[src/rtl/alu_op_sequencer.sv]
// Request/response sequencer that drives a 32-bit ripple ALU from registers and captures its result.
// Optional: define ALU_SEQ_OVF_TRAP_EN to turn ADD/SUB overflow into an error response.
module alu_op_sequencer #(
   parameter int ALU_WAIT = 1,
   parameter int CNT_W    = 16
) (
   input  logic             clk,
   input  logic             rst_n,
   input  logic             i_req_valid,
   output logic             o_req_ready,
   input  logic [3:0]       i_req_funct,
   input  logic [31:0]      i_req_src1,
   input  logic [31:0]      i_req_src2,
   output logic             o_rsp_valid,
   input  logic             i_rsp_ready,
   output logic [31:0]      o_rsp_result,
   output logic             o_rsp_zero,
   output logic             o_rsp_overflow,
   output logic             o_rsp_err,
   output logic [31:0]      o_alu_src1,
   output logic [31:0]      o_alu_src2,
   output logic             o_alu_invertA,
   output logic             o_alu_invertB,
   output logic [1:0]       o_alu_operation,
   input  logic [31:0]      i_alu_result,
   input  logic             i_alu_zero,
   input  logic             i_alu_overflow,
   output logic [CNT_W-1:0] o_op_count
);

   typedef enum logic [1:0] {
      IDLE = 2'd0,
      EXEC = 2'd1,
      RESP = 2'd2
   } state_t;

   localparam logic [3:0] WAIT_LOAD = 4'(ALU_WAIT - 1);

   state_t           r_state;
   logic [3:0]       r_cnt;
   logic [31:0]      r_alu_src1;
   logic [31:0]      r_alu_src2;
   logic             r_alu_invertA;
   logic             r_alu_invertB;
   logic [1:0]       r_alu_operation;
   logic [31:0]      r_rsp_result;
   logic             r_rsp_zero;
   logic             r_rsp_overflow;
   logic             r_rsp_err;
   logic [CNT_W-1:0] r_op_count;

   logic             w_legal;
   logic             w_invA;
   logic             w_invB;
   logic [1:0]       w_op;
   logic             w_trap;

   always_comb begin
      w_legal = 1'b1;
      w_invA  = 1'b0;
      w_invB  = 1'b0;
      w_op    = 2'b00;
      case (i_req_funct)
         4'b0000: w_op = 2'b00;
         4'b0001: w_op = 2'b01;
         4'b0010: w_op = 2'b10;
         4'b0110: begin w_invB = 1'b1; w_op = 2'b10; end
         4'b0111: begin w_invB = 1'b1; w_op = 2'b11; end
         4'b1100: begin w_invA = 1'b1; w_invB = 1'b1; w_op = 2'b00; end
         4'b1101: begin w_invA = 1'b1; w_invB = 1'b1; w_op = 2'b01; end
         default: w_legal = 1'b0;
      endcase
   end

   // Only the adder path (operation 10) can report a meaningful overflow.
`ifdef ALU_SEQ_OVF_TRAP_EN
   assign w_trap = (r_alu_operation == 2'b10) && i_alu_overflow;
`else
   assign w_trap = 1'b0;
`endif

   always_ff @(posedge clk or negedge rst_n) begin
      if (!rst_n) begin
         r_state         <= IDLE;
         r_cnt           <= '0;
         r_alu_src1      <= '0;
         r_alu_src2      <= '0;
         r_alu_invertA   <= 1'b0;
         r_alu_invertB   <= 1'b0;
         r_alu_operation <= 2'b00;
         r_rsp_result    <= '0;
         r_rsp_zero      <= 1'b0;
         r_rsp_overflow  <= 1'b0;
         r_rsp_err       <= 1'b0;
         r_op_count      <= '0;
      end else begin
         case (r_state)
            IDLE: begin
               if (i_req_valid) begin
                  if (w_legal) begin
                     r_alu_src1      <= i_req_src1;
                     r_alu_src2      <= i_req_src2;
                     r_alu_invertA   <= w_invA;
                     r_alu_invertB   <= w_invB;
                     r_alu_operation <= w_op;
                     r_cnt           <= WAIT_LOAD;
                     r_state         <= EXEC;
                  end else begin
                     r_rsp_result    <= '0;
                     r_rsp_zero      <= 1'b0;
                     r_rsp_overflow  <= 1'b0;
                     r_rsp_err       <= 1'b1;
                     r_state         <= RESP;
                  end
               end
            end
            EXEC: begin
               if (r_cnt == 4'd0) begin
                  if (w_trap) begin
                     r_rsp_result   <= '0;
                     r_rsp_zero     <= 1'b0;
                     r_rsp_overflow <= 1'b1;
                     r_rsp_err      <= 1'b1;
                  end else begin
                     r_rsp_result   <= i_alu_result;
                     r_rsp_zero     <= i_alu_zero;
                     r_rsp_overflow <= i_alu_overflow;
                     r_rsp_err      <= 1'b0;
                  end
                  r_state <= RESP;
               end else begin
                  r_cnt <= r_cnt - 4'd1;
               end
            end
            RESP: begin
               if (i_rsp_ready) begin
                  r_op_count <= r_op_count + {{(CNT_W-1){1'b0}}, 1'b1};
                  r_state    <= IDLE;
               end
            end
            default: r_state <= IDLE;
         endcase
      end
   end

   assign o_req_ready     = (r_state == IDLE);
   assign o_rsp_valid     = (r_state == RESP);
   assign o_rsp_result    = r_rsp_result;
   assign o_rsp_zero      = r_rsp_zero;
   assign o_rsp_overflow  = r_rsp_overflow;
   assign o_rsp_err       = r_rsp_err;
   assign o_alu_src1      = r_alu_src1;
   assign o_alu_src2      = r_alu_src2;
   assign o_alu_invertA   = r_alu_invertA;
   assign o_alu_invertB   = r_alu_invertB;
   assign o_alu_operation = r_alu_operation;
   assign o_op_count      = r_op_count;

endmodule

[config.mk]
export PLATFORM = sky130hd
export DESIGN_NAME = alu_op_sequencer
export DESIGN_NICKNAME = d
export VERILOG_FILES = /design/src/rtl/alu_op_sequencer.sv
export SDC_FILE = /design/constraint.sdc
export NUM_CORES = 1
export LEC_CHECK = 0
export BUFFER_PORTS_ARGS = -buffer_cell sky130_fd_sc_hd__buf_2
export CAP_MARGIN = 20
export CORE_UTILIZATION = 48
export DETAILED_ROUTE_END_ITERATION = 12
export GPL_ROUTABILITY_DRIVEN = 0
export PLACE_DENSITY = 0.91
export SLEW_MARGIN = 20
export SYNTH_ARGS = -nofsm -noshare
export SYNTH_HDL_FRONTEND = slang
export SYNTH_SLANG_ARGS = --single-unit
export TNS_END_PERCENT = 10
[constraint.sdc]
create_clock -name clk -period 2.4 [get_ports clk]
set_input_delay 0.12 -clock clk [delete_from_list [all_inputs] [get_ports clk]]
set_output_delay 0.12 -clock clk [all_outputs]
set_load 0.05 [all_outputs]
== Word-level counts from Yosys, hierarchy flattened ==
Index checks and enable logic that the tools add are counted.
Word-level totals
  bits of input ports: 106
  bits in latches: 0
  word-level logic and storage cells: 69
  memories: 0
  RAM bits: 0
  bits in registers: 125
  memory bits (read-only): 0
Operators by class
  bitwise gates (word level): 0
  add/subtract/negate cells: 2
  reductions and logical operators: 14
  div/mod/pow operators: 0
  mux-type cells: 27
  shift-type cells: 0
  equal/unequal tests: 14
  multipliers: 0
  $lt $le $gt $ge: 0
Operators by type and width (count)
  2-to-1 mux 32 bit: 3
  one-hot mux 32 bit (2 select lines): 1
  adder 16 x 1 -> 16 bit (second input constant): 1
  2-to-1 mux 4 bit: 3
  one-hot mux 2 bit (3 select lines): 2
  2-to-1 mux 1 bit: 10
  equality test 4 x 3 -> 1 bit (second input constant): 2
  equality test 4 bit (second input constant): 2
  logical NOT 4 bit: 2
  2-to-1 mux 2 bit: 4
  != test 2 bit (second input constant): 4
  one-hot mux 4 bit (2 select lines): 1
  AND reduction 4 bit: 2
  OR reduction 7 bit: 1
  one-hot mux 1 bit (2 select lines): 3
  AND reduction 3 bit: 2
  OR reduction 2 bit: 3
  equality test 4 x 1 -> 1 bit (second input constant): 1
  equality test 4 x 2 -> 1 bit (second input constant): 1
  != test 2 x 1 -> 1 bit (second input constant): 2
  OR reduction 4 bit: 1
  subtractor 4 x 1 -> 4 bit (second input constant): 1
  equality test 2 x 1 -> 1 bit (second input constant): 1
  equality test 2 bit (second input constant): 1
  other kinds (3): 3

== Longest topological paths before layout ==
  depth in word-level cells: 6
  mapped depth: 8
  gate-level depth less buffers: 6

== Least setup slack after synthesis ==
Ideal clock, no wire load.
  path kind: register to register
  start: reg r_state[1]
  end: reg r_op_count[1], in the netlist o_op_count[1]
  clock period less this slack: 2003 ps
  cell stages (with the launch flop): 5
  path slack: 397 ps
  arrival: 1878 ps
  required time: 2275 ps
  cell sequence: dfrtp_1 > buf_2 > nor2b_1 > nand2_1 > mux2_2
On the way
  word-level cells in the longest chain between the ends: 2
RTL lines
  from (decl): RTL line 39  | state_t r_state;
  from (signal assigned): RTL line 84  | r_state <= IDLE;
  from (signal assigned): RTL line 107  | r_state <= EXEC;
  from (signal assigned): RTL line 113  | r_state <= RESP;
  equality test 2 bit
  net o_rsp_valid: RTL line 14  | output logic o_rsp_valid,
  AND reduction 2 bit (no source line)
  to (signal assigned): RTL line 137  | r_op_count <= r_op_count + {{(CNT_W-1){1'b0}}, 1'b1};
  to (decl): RTL line 50  | logic [CNT_W-1:0] r_op_count;
The timed path passes the listed nets, and every way through them passes these cells.
A chain may end at the register's enable or synchronous reset.

== Worst setup path after layout ==
  start: reg r_state[1]
  end: reg r_alu_operation[1], in the netlist o_alu_operation[1]
On the way
  word-level cells in the longest chain between the ends: 2
RTL lines
  logical NOT 2 bit: RTL line 97  | case (r_state)
  AND reduction 3 bit (no source line)
  to (signal assigned): RTL line 105  | r_alu_operation <= w_op;
  to (decl): RTL line 45  | logic [1:0] r_alu_operation;
Every way passes these cells.

==> impl_metrics.py <==
metrics = {
    "critical_path": {
        "crit_family": "buffers and inverters",
        "reg2reg_slack_ns": 0.23,
        "crit_arrival_ns": 2.62,
        "worstPathCellList": "nor3b_2, inv_1, o21ba_2, a211oi_1, dlygate4sd3_1",
        "crit_type": "flop to flop",
        "crit_slowest_cell": "dlygate4sd3_1",
        "required_ns": 2.85,
        "rr_worst_depth": 5,
        "crit_cells": 5,
        "critPathLaunchType": "flop",
        "cp_max_fo": 9,
        "cp.buffers_inverters": 2,
        "end_kind": "flop",
        "cp_slowest_stage_delay_ns": 0.58,
    },
    "cts": {
        "cts_buffer_depth": 2,
        "numCtsBuffers": 17,
        "insertion_delay_ns": 0.51,
        "cts.sinks": 125,
        "clk_pin_slew_ns": 0.06,
        "cts-root-buf": "clkbuf_8",
        "htreeDepth": 4,
        "post_cts_buffers": 0,
        "tritoncts": "yes",
    },
    "global_routing": {
        "antenna_found_initial": 0,
        "grt_pass1_vias": 4792,
        "grt-ovfl-total": 0,
        "grt_max_degree": 67,
        "grt.total_usage_pct": 26.3,
        "grt_first_pass_wirelength_mm": 23.2,
    },
    "floorplanning": {
        "rows": 38,
        "core_region_area_sq_mm": 0.0108,
        "die_area_sq_mm": 0.0115,
        "die_h_microns": 107,
        "die_w_microns": 107,
        "start_util_pct": 49.1,
        "ios": 227,
    },
    "synth": {
        "synth_top_family_by_area": "multiplexers",
        "synth_cells": 408,
        "ys_types": 44,
        "synth_flop_cell": "dfrtp_1",
        "synthSimpleGateAreaFrac_pct": 7.39,
        "synthMuxAreaShare_pct": 21.0,
        "synth_nets": 517,
        "yosys.area_share.xor_xnor_pct": 2.80,
        "yosysWarnings": 0,
        "seq_area_frac_synth_pct": 58.8,
        "synth_edf_count": 0,
        "synth_compound_area_share_pct": 3.08,
        "syn_avg_cell_area_sq_um": 13.0,
        "synth_area_sq_mm": 0.00532,
        "async_flop_share_pct": 100,
        "ys_seq_elements": 125,
        "synth_adder_area_share_pct": 0.706,
    },
    "placed_design": {
        "dpl.hpwl_mm": 8.28,
        "port_buffers": 226,
        "dp_slack_ns": 0.376,
        "place_inst": 762,
        "post_dp_cell_area_sq_mm": 0.00654,
    },
    "route": {
        "drt_pass1_iterations": 4,
        "dr.first_iter.drc_count": 256,
        "avgViaCountPerCell": 4.94,
        "drc_errors": 0,
        "wl_mm": 14.9,
        "wire_per_inst_microns": 16.6,
        "ant_nets": 0,
        "vias": 4436,
    },
    "worst_hold_path": {
        "hp-class": "primary input to flop",
        "worstHoldPathCells": 4,
    },
    "sta": {
        "final-setup-viol-count": 0,
        "max_freq_mhz": 460,
        "finalCritPeriodShare_pct": 90.6,
        "rsz0062_at_grt": "false",
        "setup_slack_ns": 0.227,
        "slew_headroom_pct": 44.3,
        "hold_viol": 0,
        "tightest_slew_ns": 0.835,
        "setup_tns_ns": 0,
        "skew_ns": 0.0119,
        "report.final.slew_viol_count": 0,
        "fin_crit_ns": 2.17,
    },
    "power_and_ir_drop": {
        "p_total_mw": 12.2,
        "p_leak_nw": 4.11,
        "p_per_area_mw_per_mm2": 1500,
        "ir_worst_vdd_mv": 0.944,
    },
    "finish": {
        "syn2layout_area_growth_pct": 54.0,
        "mostFrequentLayoutCell": "buf_2",
        "layout.cells.non_filler": 898,
        "design_area_sq_mm": 0.00819,
        "layout-drive-gt1-share_pct": 44.7,
        "final_cell_mix": "buf_2 (225), dfrtp_1 (125), dlygate4sd3_1 (104), mux2_2 (66), inv_1 (44)",
        "n_fill_cell": 623,
        "diodes": 0,
        "nNetsFinal": 854,
    },
    "job": {
        "cap_violations": 0,
    },
    "status": {
        "status": "complete, no violations",
    },
}
-- cell families after synthesis --
family                     count (synthesis)
AOI/OAI and AO/OA                         20
muxes                                    103
xor gates and xnor gates                  17
buffers and inverters                     61
and+or+nand+nor                           79
DFF                                      125
adders and majority gates                  3
-- per-stage QoR --
stage / hold slack, ns / utilization [%]
2_1_floorplan: -0.176 / -
3_3_place_gp: 0.155 / 60.3
3_5_place_dp: 0.181 / 60.3
4_1_cts: 0.0355 / 75.5
5_1_grt: 0.0394 / 75.5
6_report: 0.0437 / 75.5
-- path summary, 6_finish.rpt --
path | from | end
worst max register to register | r_state[1] | o_alu_operation[1]
worst max-delay path | r_state[1] | o_alu_operation[1]
max in group asynchronous | rst_n | o_op_count[8]
worst min register to register | o_op_count[15] | o_op_count[15]
min in group asynchronous | rst_n | o_alu_src1[22]
worst min-delay path | i_req_funct[1] | o_alu_operation[0]
-- flip-flops by register name, summed over array words and instances (netlist names) --
signal           count
o_alu_invertA        1
o_rsp_overflow       1
r_state              2
o_alu_operation      2
o_alu_src2          32
r_cnt                4
o_alu_invertB        1
o_op_count          16
o_rsp_result        32
o_rsp_err            1
o_alu_src1          32
o_rsp_zero           1
-- cells in the mapped netlist (all sizes together), types with 3 or more instances --
master  instances  area (sq um)
mux2i          36           360
dfrtp         125          3130
nor2            9          33.8
nor4            3          18.8
a21o            3          22.5
nand2          38           143
ha              3          37.5
xnor2           8          70.1
xor2            9          78.8
buf            14           153
and3            3          18.8
mux2           67           758
clkbuf          3          11.3
nor3            3          15.0
nand3          10          55.1
a21oi           4          20.0
inv            44           165
nand2b          4          32.5
-- layer usage --
layer	up-vias	routed length [microns]	GRT usage (%)
met1	2165	5610	29.0
li1	2045	-	-
met3	28	947	6.66
met5	-	0	0
met2	198	8070	48.6
met4	0	272	9.49
-- where the power goes --
group | leakage (nW) | switching, mW | internal [mW] | total, mW
Sequential | 1.57 | 0.570 | 2.98 | 3.55
Combinational | 2.24 | 4.39 | 1.71 | 6.11
Clock | 0.299 | 0.905 | 1.68 | 2.59
Total | 4.11 | 5.87 | 6.38 | 12.2
-- timing repair --
action	4_1_cts	5_1_grt
hold endpoints to repair	151	0
hold buffers	104	0
gates resized for setup	0	0
-- final cells by class --
cell class | count | area [sq um] | share of cell area [%]
tap | 140 | 175 | 2.14
inverter | 44 | 165 | 2.02
clock inverter | 11 | 139 | 1.70
multi-input combinational | 222 | 1880 | 22.9
sequential | 125 | 3130 | 38.2
clock buffer | 21 | 469 | 5.73
timing repair buffer | 335 | 2240 | 27.3
-- worst register-to-register path, stage by stage (launching register included) --
cell and delay, ns:
dfrtp_1 0.51, nor3b_2 0.48, inv_1 0.12, o21ba_2 0.23, a211oi_1 0.19, dlygate4sd3_1 0.58
Note: power is estimated with default switching activity, not from simulation.
